--- config.mk ---
export PLATFORM = sky130hd
export DESIGN_NAME = ram_sync_clr
export DESIGN_NICKNAME = d
export VERILOG_FILES = /design/src/rtl/ram_sync_clr.sv
export SDC_FILE = /design/constraint.sdc
export NUM_CORES = 1
export LEC_CHECK = 0
export BUFFER_PORTS_ARGS = -buffer_cell sky130_fd_sc_hd__buf_2
export CORE_ASPECT_RATIO = 1.5
export CORE_UTILIZATION = 55
export CTS_BUF_LIST = sky130_fd_sc_hd__clkbuf_8
export DETAILED_ROUTE_END_ITERATION = 7
export PLACE_DENSITY = 0.8
export SLEW_MARGIN = 5
export SYNTH_ARGS = -nofsm -noshare
export SYNTH_HDL_FRONTEND = slang
export SYNTH_SLANG_ARGS = --single-unit
export TNS_END_PERCENT = 50
--- constraint.sdc ---
create_clock -name clk -period 2.05 [get_ports clk]
set_input_delay 0.41 -clock clk [delete_from_list [all_inputs] [get_ports clk]]
set_output_delay 0.41 -clock clk [all_outputs]
set_load 0.02 [all_outputs]
--- src/rtl/ram_sync_clr.sv ---
// rtl/ram_sync_clr.sv - single-port synchronous RAM with byte enables and a clear sweep engine
//
// Purpose:
//   DEPTH = 2**ADDR_W words of DATA_W bits. Requests arrive on a valid/ready
//   port. Reads answer exactly one cycle after accept. A clear engine writes
//   CLR_VALUE to every address, either after reset (CLR_ON_RST=1) or when
//   clr_start is seen in IDLE.
//
// Ports:
//   clk        in   clock, rising edge
//   rst        in   asynchronous active-high reset
//   req_valid  in   request present
//   req_ready  out  request accepted this cycle (state == IDLE)
//   req_we     in   1 = write, 0 = read
//   req_addr   in   word address
//   req_wdata  in   write data
//   req_be     in   byte enables for writes
//   rsp_valid  out  one-cycle pulse per accepted read
//   rsp_rdata  out  read data, held between responses
//   clr_start  in   request a clear sweep (ignored while sweeping)
//   busy       out  clear sweep in progress
//   clr_done   out  one-cycle pulse on the first IDLE cycle after a sweep

module ram_sync_clr #(
   parameter int                DATA_W     = 8,
   parameter int                ADDR_W     = 2,
   parameter int                CLR_ON_RST = 1,
   parameter logic [DATA_W-1:0] CLR_VALUE  = '0
) (
   input  logic                  clk,
   input  logic                  rst,
   input  logic                  req_valid,
   output logic                  req_ready,
   input  logic                  req_we,
   input  logic [ADDR_W-1:0]     req_addr,
   input  logic [DATA_W-1:0]     req_wdata,
   input  logic [DATA_W/8-1:0]   req_be,
   output logic                  rsp_valid,
   output logic [DATA_W-1:0]     rsp_rdata,
   input  logic                  clr_start,
   output logic                  busy,
   output logic                  clr_done
);

   localparam int DEPTH = 2**ADDR_W;
   localparam int NB    = DATA_W/8;

   typedef enum logic {
      ST_IDLE  = 1'b0,
      ST_CLEAR = 1'b1
   } state_t;

   localparam state_t RST_STATE = (CLR_ON_RST != 0) ? ST_CLEAR : ST_IDLE;

   state_t              r_state;
   state_t              w_next;
   logic [DATA_W-1:0]   r_mem [DEPTH];
   logic [ADDR_W-1:0]   r_clr_ptr;
   logic                r_clr_done;
   logic                r_rsp_valid;
   logic [DATA_W-1:0]   r_rsp_rdata;
   logic                w_accept;
   logic                w_ptr_last;

   // Accept depends only on registered state, so req_ready never sees req_valid.
   assign w_accept   = req_valid && (r_state == ST_IDLE);
   assign w_ptr_last = (r_clr_ptr == ADDR_W'(DEPTH-1));

   assign req_ready = (r_state == ST_IDLE);
   assign busy      = (r_state == ST_CLEAR);
   assign clr_done  = r_clr_done;
   assign rsp_valid = r_rsp_valid;
   assign rsp_rdata = r_rsp_rdata;

   always_ff @(posedge clk or posedge rst) begin
      if (rst) begin
         r_state <= RST_STATE;
      end else begin
         r_state <= w_next;
      end
   end

   // clr_start is only looked at in IDLE, so a mid-sweep pulse cannot restart it.
   always_comb begin
      w_next = r_state;
      case (r_state)
         ST_IDLE:  if (clr_start)  w_next = ST_CLEAR;
         ST_CLEAR: if (w_ptr_last) w_next = ST_IDLE;
         default:  w_next = RST_STATE;
      endcase
   end

   always_ff @(posedge clk or posedge rst) begin
      if (rst) begin
         r_clr_ptr   <= '0;
         r_clr_done  <= 1'b0;
         r_rsp_valid <= 1'b0;
         r_rsp_rdata <= '0;
      end else begin
         r_clr_done  <= (r_state == ST_CLEAR) && w_ptr_last;
         r_rsp_valid <= w_accept && !req_we;
         // Reads sample the array before this edge's write lands, so a read
         // accepted together with clr_start returns pre-clear data.
         if (w_accept && !req_we) begin
            r_rsp_rdata <= r_mem[req_addr];
         end
         if (r_state == ST_CLEAR) begin
            r_clr_ptr <= w_ptr_last ? '0 : r_clr_ptr + 1'b1;
         end else begin
            r_clr_ptr <= '0;
         end
      end
   end

   // Storage has no reset; only the sweep initialises it.
   always_ff @(posedge clk) begin
      if (r_state == ST_CLEAR) begin
         r_mem[r_clr_ptr] <= CLR_VALUE;
      end else if (w_accept && req_we) begin
         for (int b = 0; b < NB; b++) begin
            if (req_be[b]) begin
               r_mem[req_addr][8*b +: 8] <= req_wdata[8*b +: 8];
            end
         end
      end
   end

endmodule

==> results.toml, run 1 <==
[power_and_ir_drop]
powerDensity_nw_per_um2 = 1380
switchingPower_mw = 0.846
p_sw_frac = 0.291
seqPwrFrac = 0.498
leakagePower_nw = 0.851
vdd_ir_drop_max_mv = 1.08
p_int_mw = 2.06
p_comb_frac = 0.271
clkPwrFrac = 0.231

[clock_network]
clk_path_buf_depth = 2
holdBufCountCts = 0
numClockSinks = 45
insertion_delay_ns = 0.30
cts_resized = 0
clk_pin_slew_ns = 0.08
htreeDepth = 2
cts_tree = "built"
clockRootBuffer = "clkbuf_8"
numCtsBuffers = 5
cts_setup_buffers = 0

[timing]
finClkSkew_ns = 0.00787
finalSetupViolCount = 0
fin_crit_sh = 0.759
final_hold_viol_count = 0
setup-tns-final_ns = 0
report.final.slew_viol_count = 0
clock.fmax_mhz = 643
finalCriticalPeriod_ns = 1.56
worstMarginPinSlew_ns = 0.459
slew_headroom = 0.694
rsz0062_at_grt = "no"

[synthesis]
synth_top_family_by_area = "multiplexers"
ys_ff_latch = 45
yosysWarnings = 0
netlist_instances = 92
yosys.area_share.simple = 0.0609
syn_area_per_cell_um2 = 19.4
synth_top_cell_by_area = "edfxtp_1"
synth_nets = 109
ys_seq_area_frac = 0.720
synth.area.mux_share = 0.168
ys_types = 21
synthTopCellsByArea = "edfxtp_1 54%, dfrtp_1 17%, mux4_2 8.8%"
synth_xor_area_frac = 0
synthAdderAreaFrac = 0.00700
synth_top_area_share = 0.537
syn-cell-area_um2 = 1790
synth_compound_area_frac = 0.0224

[worst_setup_path]
cp_num_cells = 3
endpoint = "r_mem[0][2]$_DFFE_PP_"
r2r_cells = 3
critPathLaunchType = "flop"
timing.rr.start = "busy$_DFF_PP1_"
cp_slowest_cell = "dfstp_2"
cp_num_buf_inv = 1
critPathArrivalTime_ns = 1.57
path_cells = "nand4b_1 > o32ai_1 > buf_4"
path_max_fanout = 10
path_class = "reg2reg"
cp-end-kind = "flop"
slowest_delay_ns = 0.41
crit_family = "flip-flops"
r2r_slack_ns = 0.49
startpoint = "busy$_DFF_PP1_"
required_ns = 2.06
timing.rr.end = "r_mem[0][2]$_DFFE_PP_"

[placement]
io_buffers = 27
dp.cells = 161
gp_congestion = 0.725
dp_hpwl_mm = 2.04

[global_route]
grt_first_pass_wirelength_mm = 4.77
grt_usage = 0.196
grt_pass1_vias = 964
overflow = 0
antenna_found_initial = 0
grt_max_degree = 17

[floorplanning]
die_area_um2 = 3490
rows = 25
io_pins = 28
die_width_um = 48.6
core_um2 = 3130
start_util = 0.572
die_height_um = 71.8

[route]
drt-total-wl_mm = 2.80
via_count = 919
wl_met1_mm = 1.06
ant_nets = 0
drt-initial-drc-count = 24
dr_wl_met2_mm = 1.53
highest_layer = "met4"
drc_errors = 0
first_pass_iters = 4
wl_met3_um = 128
routedWlPerCell_um = 16.6
viasPerCell = 5.44

[layout]
antenna_cells = 0
stdcell_count = 169
syn_to_final_growth_pct = 17.8
drive_gt1_frac = 0.434
finalNetCount = 145

[status]
status = "finished clean"

[hold_path]
holdCritPathClass = "in2async"

[flow_run]
max_cap_violations = 0
-- metrics by stage --
stage	cell area, µm²	hold WS (ns)	util	power, mW	setup slack [ns]
floorplan	1790	0.286	-	1.97	0.0833
global placement	1990	0.432	0.636	2.21	0.365
detailed placement	1990	0.441	0.636	2.27	0.339
CTS	2110	0.107	0.674	2.95	0.479
global route	2110	0.136	0.674	3.06	0.394
finish	2110	0.103	0.674	2.91	0.495
-- sequential cells by signal, summed over array words and instances (netlist names) --
register   cells
busy           1
clr_done       1
r_clr_ptr      2
r_mem         32
rsp_rdata      8
rsp_valid      1
-- cell families (layout without fill, tap and decap cells) --
group,count (synthesis),after routing
multiplexers,16,16
buffers and inverters,8,45
AO/OA/AOI/OAI,5,5
flip-flops,45,45
adder cells (fa/ha/maj),1,1
AND/OR/NAND/NOR,17,17
-- power groups by stage --
| stage | registers, mW | clock network (mW) | logic [mW] |
|---|---|---|---|
| final | 1.45 | 0.672 | 0.789 |
| after global routing | 1.48 | 0.725 | 0.849 |
| after CTS | 1.45 | 0.695 | 0.803 |
| after detailed placement | 1.47 | 0 | 0.801 |
| after global placement | 1.44 | 0 | 0.772 |
| after floorplan | 1.56 | 0 | 0.407 |
-- worst min path at each step --
stage,start,end,slack [ns],depth (start not counted)
6_report,rst,rsp_rdata[4]$_DFFE_PP0P_,0.10,2
5_1_grt,rst,rsp_rdata[4]$_DFFE_PP0P_,0.14,2
4_1_cts,rst,rsp_rdata[4]$_DFFE_PP0P_,0.11,2
3_5_place_dp,rst,rsp_rdata[4]$_DFFE_PP0P_,0.44,2
3_3_place_gp,rst,rsp_rdata[7]$_DFFE_PP0P_,0.43,2
2_1_floorplan,rst,clr_done$_DFF_PP0_,0.29,1
-- cells in the final DEF (no fill, tap or decap), drive strengths merged, types with 2 or more instances in the layout --
master	count
mux4	8
dfrtp	12
inv	7
clkbuf	5
o32ai	4
nand2b	2
buf	32
edfxtp	32
mux2	8
and2	10
-- routing by layer --
metal	vias up	track usage
met3	9	0.0594
met2	30	0.333
met5	-	0
li1	428	-
met1	452	0.222
met4	0	0.108
-- cell type report --
type,count,area [µm²]
well taps,40,50.0
multi-input cells,39,462
repair buffers,32,173
inverters,5,18.8
flip-flops and latches,45,1290
clock buffers,5,68.8
fillers,237,1020
clock inverters,3,47.5
-- cell usage after synthesis (all sizes together) --
cell type and n:
inv 5, dfstp 1, buf 2, nor2 1
dfrtp 12, nand4b 1, o32ai 4, nand2b 2
and4b 1, mux4 8, edfxtp 32, nand2 1
and2 10, clkbuf 1, nor3b 1, ha 1
mux2 8, o21ai 1
Note: power is estimated with default switching activity, not from simulation.
==> inputs of run 2 (changes only) <==
==> constraint.sdc (replaced) <==
create_clock -name clk -period 1.45 [get_ports clk]
set_input_delay 0.29 -clock clk [delete_from_list [all_inputs] [get_ports clk]]
set_output_delay 0.29 -clock clk [all_outputs]
set_load 0.02 [all_outputs]
==> results.toml, run 2 (synthesis results as in run 1) <==
[status]
status = "complete, but fails checks"
violations = "negative setup slack"

[power_and_ir_drop]
powerDensity_nw_per_um2 = 1850
vdd_ir_drop_max_mv = 1.40
leakagePower_nw = 0.889

[timing]
finClkSkew_ns = 0.00726
slew_headroom = 0.631
clock.fmax_mhz = 639
hold_slack_ns = 0.0285
finalCriticalPeriod_ns = 1.56
worstMarginPinSlew_ns = 0.553
report.final.slew_viol_count = 0
rsz0062_at_grt = "yes"
final_hold_viol_count = 0
fin_crit_sh = 1.08
finalSetupViolCount = 33
fin_ws_ns = -0.114

[clock_network]
clockRootBuffer = "clkbuf_8"
numClockSinks = 45
clk_pin_slew_ns = 0.07
htreeDepth = 2
cts_tree = "built"
insertion_delay_ns = 0.30
numCtsBuffers = 5
clk_path_buf_depth = 2

[global_route]
grt_max_degree = 14
overflow = 0
grt_usage = 0.213
antenna_found_initial = 0
grt_first_pass_wirelength_mm = 5.11
grt_pass1_vias = 1037

[floorplanning]
die_height_um = 71.8
die_width_um = 48.6
core_um2 = 3130
start_util = 0.572
rows = 25
die_area_um2 = 3490
io_pins = 28

[route]
viasPerCell = 5.34
routedWlPerCell_um = 18.0
drt-total-wl_mm = 3.17
ant_nets = 0
first_pass_iters = 3
drt-initial-drc-count = 23
drc_errors = 0
via_count = 940

[worst_setup_path]
timing.rr.start = "busy$_DFF_PP1_"
path_cells = "nand4b_1 > o32ai_2 > buf_4"
cp-end-kind = "flop"
cp_slowest_cell = "dfstp_2"
path_max_fanout = 7
slowest_delay_ns = 0.40
critPathArrivalTime_ns = 1.58
startpoint = "busy$_DFF_PP1_"
path_class = "reg2reg"
critPathLaunchType = "flop"
required_ns = 1.46

[layout]
stdcell_count = 176
top_register = "r_mem"
final_cell_mix = "32 x edfxtp_1, 26 x buf_2, 12 x dfrtp_1"
nFillCells = 222
finalNetCount = 152
antenna_cells = 0
syn_to_final_growth_pct = 22.0
stdcell_area_um2 = 2180
largest_reg_flops = 32
final_common_cell = "edfxtp_1"
drive_gt1_frac = 0.485

[placement]
dpl_worst_slack_ns = -0.133
gp_congestion = 0.708
postPlaceCellArea_um2 = 2080
dp.cells = 167
dp_hpwl_mm = 2.36
io_buffers = 27

[flow_run]
max_cap_violations = 0

[hold_path]
holdCritPathClass = "in2async"
==> run 2: cell count changes in the layout (fill, tap and decap cells not counted), sizes merged <==
cell / previous run / this run
clkinv: 0 / 1
buf: 32 / 39
bufinv: 1 / 0
==> run 2: repair_timing <==
action / in CTS / in global routing
pin swaps: 0 / 1
setup endpoints to repair: 34 / 66
endpoints found under the hold margin: 0 / 0
cloned: 0 / 0
hold buffers: 0 / 0
gates resized for setup: 3 / 1
setup buffers: 0 / 1
==> run 2: layer usage <==
metal / wire, µm / up-vias / track usage / share of wire
met5: 0 / - / 0 / 0
met4: 62 / 0 / 0.0948 / 0.020
met3: 121 / 6 / 0.0594 / 0.038
met2: 1730 / 24 / 0.379 / 0.55
met1: 1250 / 465 / 0.239 / 0.39
li1: - / 445 / - / -
==> run 2: final cells by class <==
class                      instances  area, µm²  area share
sequential                        45       1290       0.590
clock inverter                     3       11.3     0.00516
inverter                           5       18.8     0.00860
tap                               40       50.0      0.0229
timing repair buffer              39        248       0.114
clock buffer                       5       68.8      0.0315
multi-input combinational         39        498       0.228
==> run 2: through the flow <==
step                utilization  TNS [ns]  power [mW]
finish                    0.698     -2.12        4.05
floorplan                     -     -5.48        2.82
detailed placement        0.666     -3.21        3.34
CTS                       0.695     -2.23        4.06
global placement          0.666     -2.26        3.26
global route              0.698     -3.79        4.23
==> run 2: critical path: cells and delay by family, from the launching register on <==
family                 cells  cell delay (ns)
DFF                        1             0.40
buffers and inverters      1             0.20
and+or+nand+nor            1             0.31
AOI/OAI and AO/OA          1             0.37
==> run 2: worst paths after layout <==
| check | end | slack (ns) | depth (start not counted) |
|---|---|---|---|
| max | r_mem[2][3]$_DFFE_PP_ | -0.11 | 3 |
| min | rsp_rdata[6]$_DFFE_PP0P_ | 0.03 | 2 |
| max reg2reg | r_mem[2][3]$_DFFE_PP_ | -0.11 | 3 |
| min reg2reg | rsp_rdata[5]$_DFFE_PP0P_ | 0.51 | 1 |
| max in group asynchronous | rsp_rdata[3]$_DFFE_PP0P_ | 1.05 | 2 |
| min in group clk | busy$_DFF_PP1_ | 0.22 | 3 |
==> run 2: report_power, final <==
group	leakage (nW)	internal, mW	switching (mW)
Sequential	0.460	1.87	0.170
Clock	0.0482	0.321	0.375
Combinational	0.381	0.650	0.657
==> inputs of run 3 (changes only) <==
--- a/config.mk
+++ b/config.mk
@@ -5,12 +5,13 @@
 export SDC_FILE = /design/constraint.sdc
 export NUM_CORES = 1
 export LEC_CHECK = 0
+export ABC_AREA = 1
 export BUFFER_PORTS_ARGS = -buffer_cell sky130_fd_sc_hd__buf_2
 export CORE_ASPECT_RATIO = 1.5
 export CORE_UTILIZATION = 55
 export CTS_BUF_LIST = sky130_fd_sc_hd__clkbuf_8
 export DETAILED_ROUTE_END_ITERATION = 7
-export PLACE_DENSITY = 0.8
+export PLACE_DENSITY = 0.79
 export SLEW_MARGIN = 5
 export SYNTH_ARGS = -nofsm -noshare
 export SYNTH_HDL_FRONTEND = slang
==> results.toml, run 3 <==
[layout]
finalNetCount = 286
final_core_util = 0.730
nFillCells = 264
top_register = "r_mem"
final_common_cell = "nand2_1"
drive_gt1_frac = 0.286
stdcell_area_um2 = 2520
antenna_cells = 0
syn_to_final_growth_pct = 25.0
largest_reg_flops = 32
final_cell_mix = "70 x nand2_1, 45 x inv_1, 32 x edfxtp_1"
stdcell_count = 311

[global_route]
overflow = 0
antenna_found_initial = 0
grt_pass1_vias = 1515
grt_first_pass_wirelength_mm = 6.78
grt_usage = 0.244
grt_max_degree = 17

[power_and_ir_drop]
p_int_mw = 2.81
seqPwrFrac = 0.484
p_sw_frac = 0.351
vdd_ir_drop_max_mv = 1.05
clkPwrFrac = 0.167
switchingPower_mw = 1.52
powerDensity_nw_per_um2 = 1720
p_comb_frac = 0.349
leakagePower_nw = 1.30
p_total_mw = 4.34

[status]
status = "complete, but fails checks"
violations = "negative setup slack"

[synthesis]
synthTopCellsByCount = "74 x nand2_1, 45 x inv_1, 32 x edfxtp_1"
synth.area.mux_share = 0
synth_nets = 235
syn-cell-area_um2 = 2010
ys_seq_area_frac = 0.640
yosys.area_share.simple = 0.239
synth_edf_count = 32
synth_top_cell_by_area = "edfxtp_1"
synthAdderAreaFrac = 0.00622
synth_xor_area_frac = 0
ys_types = 19
async_reset_ff_frac = 0.289
synth_ff_type = "edfxtp_1"
synth_top_family_by_area = "simple AND/OR/NAND/NOR gates"
yosysWarnings = 0
synth_top_area_share = 0.477
ys_ff_latch = 45
yosysMostFrequentCell = "nand2_1"
netlist_instances = 218
synthTopCellsByArea = "edfxtp_1 48%, dfrtp_1 15%, nand2_1 14%"
syn_area_per_cell_um2 = 9.23
synth_compound_area_frac = 0.00249

[worst_setup_path]
required_ns = 1.16
cp_common_cell = "buf_6"
slowest_delay_ns = 0.60
critPathLaunchType = "flop"
path_max_fanout = 4
cp_num_buf_inv = 3
cp_slowest_cell = "dfstp_2"
critPathArrivalTime_ns = 1.20
cp-end-kind = "primary output"
path_class = "reg2out"
path_cells = "inv_4 > buf_6 > buf_6"
crit_family = "flip-flops"

[route]
via_count = 1478
ant_nets = 0
drc_errors = 0
routedWlPerCell_um = 13.4
first_pass_iters = 4
drt-initial-drc-count = 44
viasPerCell = 4.75
drt-total-wl_mm = 4.18

[clock_network]
numClockSinks = 45
clockRootBuffer = "clkbuf_8"
htreeDepth = 2
clk_path_buf_depth = 2
clk_pin_slew_ns = 0.07
numCtsBuffers = 5
insertion_delay_ns = 0.30
cts_tree = "built"

[timing]
report.final.slew_viol_count = 0
finalCriticalPeriod_ns = 1.49
fin_ws_ns = -0.0419
finClkSkew_ns = 0.00558
clock.fmax_mhz = 670
slew_headroom = 0.694
worstMarginPinSlew_ns = 0.459
rsz0062_at_grt = "yes"
hold_slack_ns = 0.233
fin_crit_sh = 1.03
setup-tns-final_ns = -0.856
final_hold_viol_count = 0
finalSetupViolCount = 33

[floorplanning]
core_um2 = 3450
die_width_um = 51.4
start_util = 0.584
io_pins = 28
die_area_um2 = 3910
rows = 26
die_height_um = 76.1

[hold_path]
holdCritPathClass = "in2reg"

[placement]
gp_congestion = 0.977
dp_hpwl_mm = 3.02
dpl_worst_slack_ns = -0.118
postPlaceCellArea_um2 = 2330
io_buffers = 27
dp.cells = 296

[flow_run]
max_cap_violations = 0
==> run 3: changes by cell type after synthesis, sizes merged, moves of 2 or more <==
cell,change
buf,+3
nand2b,-2
inv,+45
o32ai,-4
and2,-10
nand2,+76
nor2,+16
nand3,+20
mux4,-8
mux2,-8
==> run 3: worst paths after layout <==
check | start | end | slack, ns | depth (start not counted)
worst max-delay path | busy$_DFF_PP1_ | req_ready | -0.04 | 3
worst min-delay path | clr_start | busy$_DFF_PP1_ | 0.23 | 3
worst max register to register | busy$_DFF_PP1_ | r_mem[0][7]$_DFFE_PP_ | -0.04 | 4
worst min register to register | rsp_rdata[0]$_DFFE_PP0P_ | rsp_rdata[0]$_DFFE_PP0P_ | 0.48 | 2
max in group asynchronous | rst | busy$_DFF_PP1_ | 0.57 | 3
min in group asynchronous | rst | rsp_rdata[0]$_DFFE_PP0P_ | 0.53 | 3
==> run 3: logic make-up (layout without fill, tap and decap cells) <==
logic type / Yosys count / in the layout
AO/OA/AOI/OAI: 1 / 1
adder cells (fa/ha/maj): 1 / 1
flip-flops: 45 / 45
AND/OR/NAND/NOR: 115 / 115
buffers and inverters: 56 / 107
==> run 3: per-layer routing <==
layer / wire length (µm) / up-vias / global-route usage
li1: - / 755 / -
met1: 1560 / 661 / 0.249
met2: 2280 / 46 / 0.429
met3: 130 / 16 / 0.0399
met4: 199 / 0 / 0.170
met5: 0 / - / 0
==> run 3: power by group through the flow <==
stage,sequential [mW],clock [mW],combinational (mW)
finish,2.10,0.724,1.51
global route,2.15,0.775,1.70
CTS,2.09,0.736,1.48
detailed placement,2.12,0,1.37
global placement,2.10,0,1.33
floorplan,2.25,0,0.799
==> run 3: cell type report <==
type	instances	area, µm²	area share
Sequential cell	45	1290	0.511
Multi-Input combinational cell	117	572	0.227
Timing Repair Buffer	49	332	0.132
Inverter	51	194	0.0770
Clock buffer	5	68.8	0.0273
Tap cell	42	52.6	0.0209
Clock inverter	2	11.3	0.00447
==> run 3: what timing repair did <==
item                                    CTS  global route
endpoints found under the hold margin     7             0
setup buffers                             3             4
hold buffers                              1             0
gates resized for setup                   5             4
pin swaps                                 5             6
endpoints found under the setup margin   33            56
==> run 3: worst register-to-register path, cell delays in order (launching register included) <==
cell,delay (ns)
dfstp_2,0.60
inv_4,0.07
o21ai_4,0.07
nand3_2,0.15
nor2_4,0.28
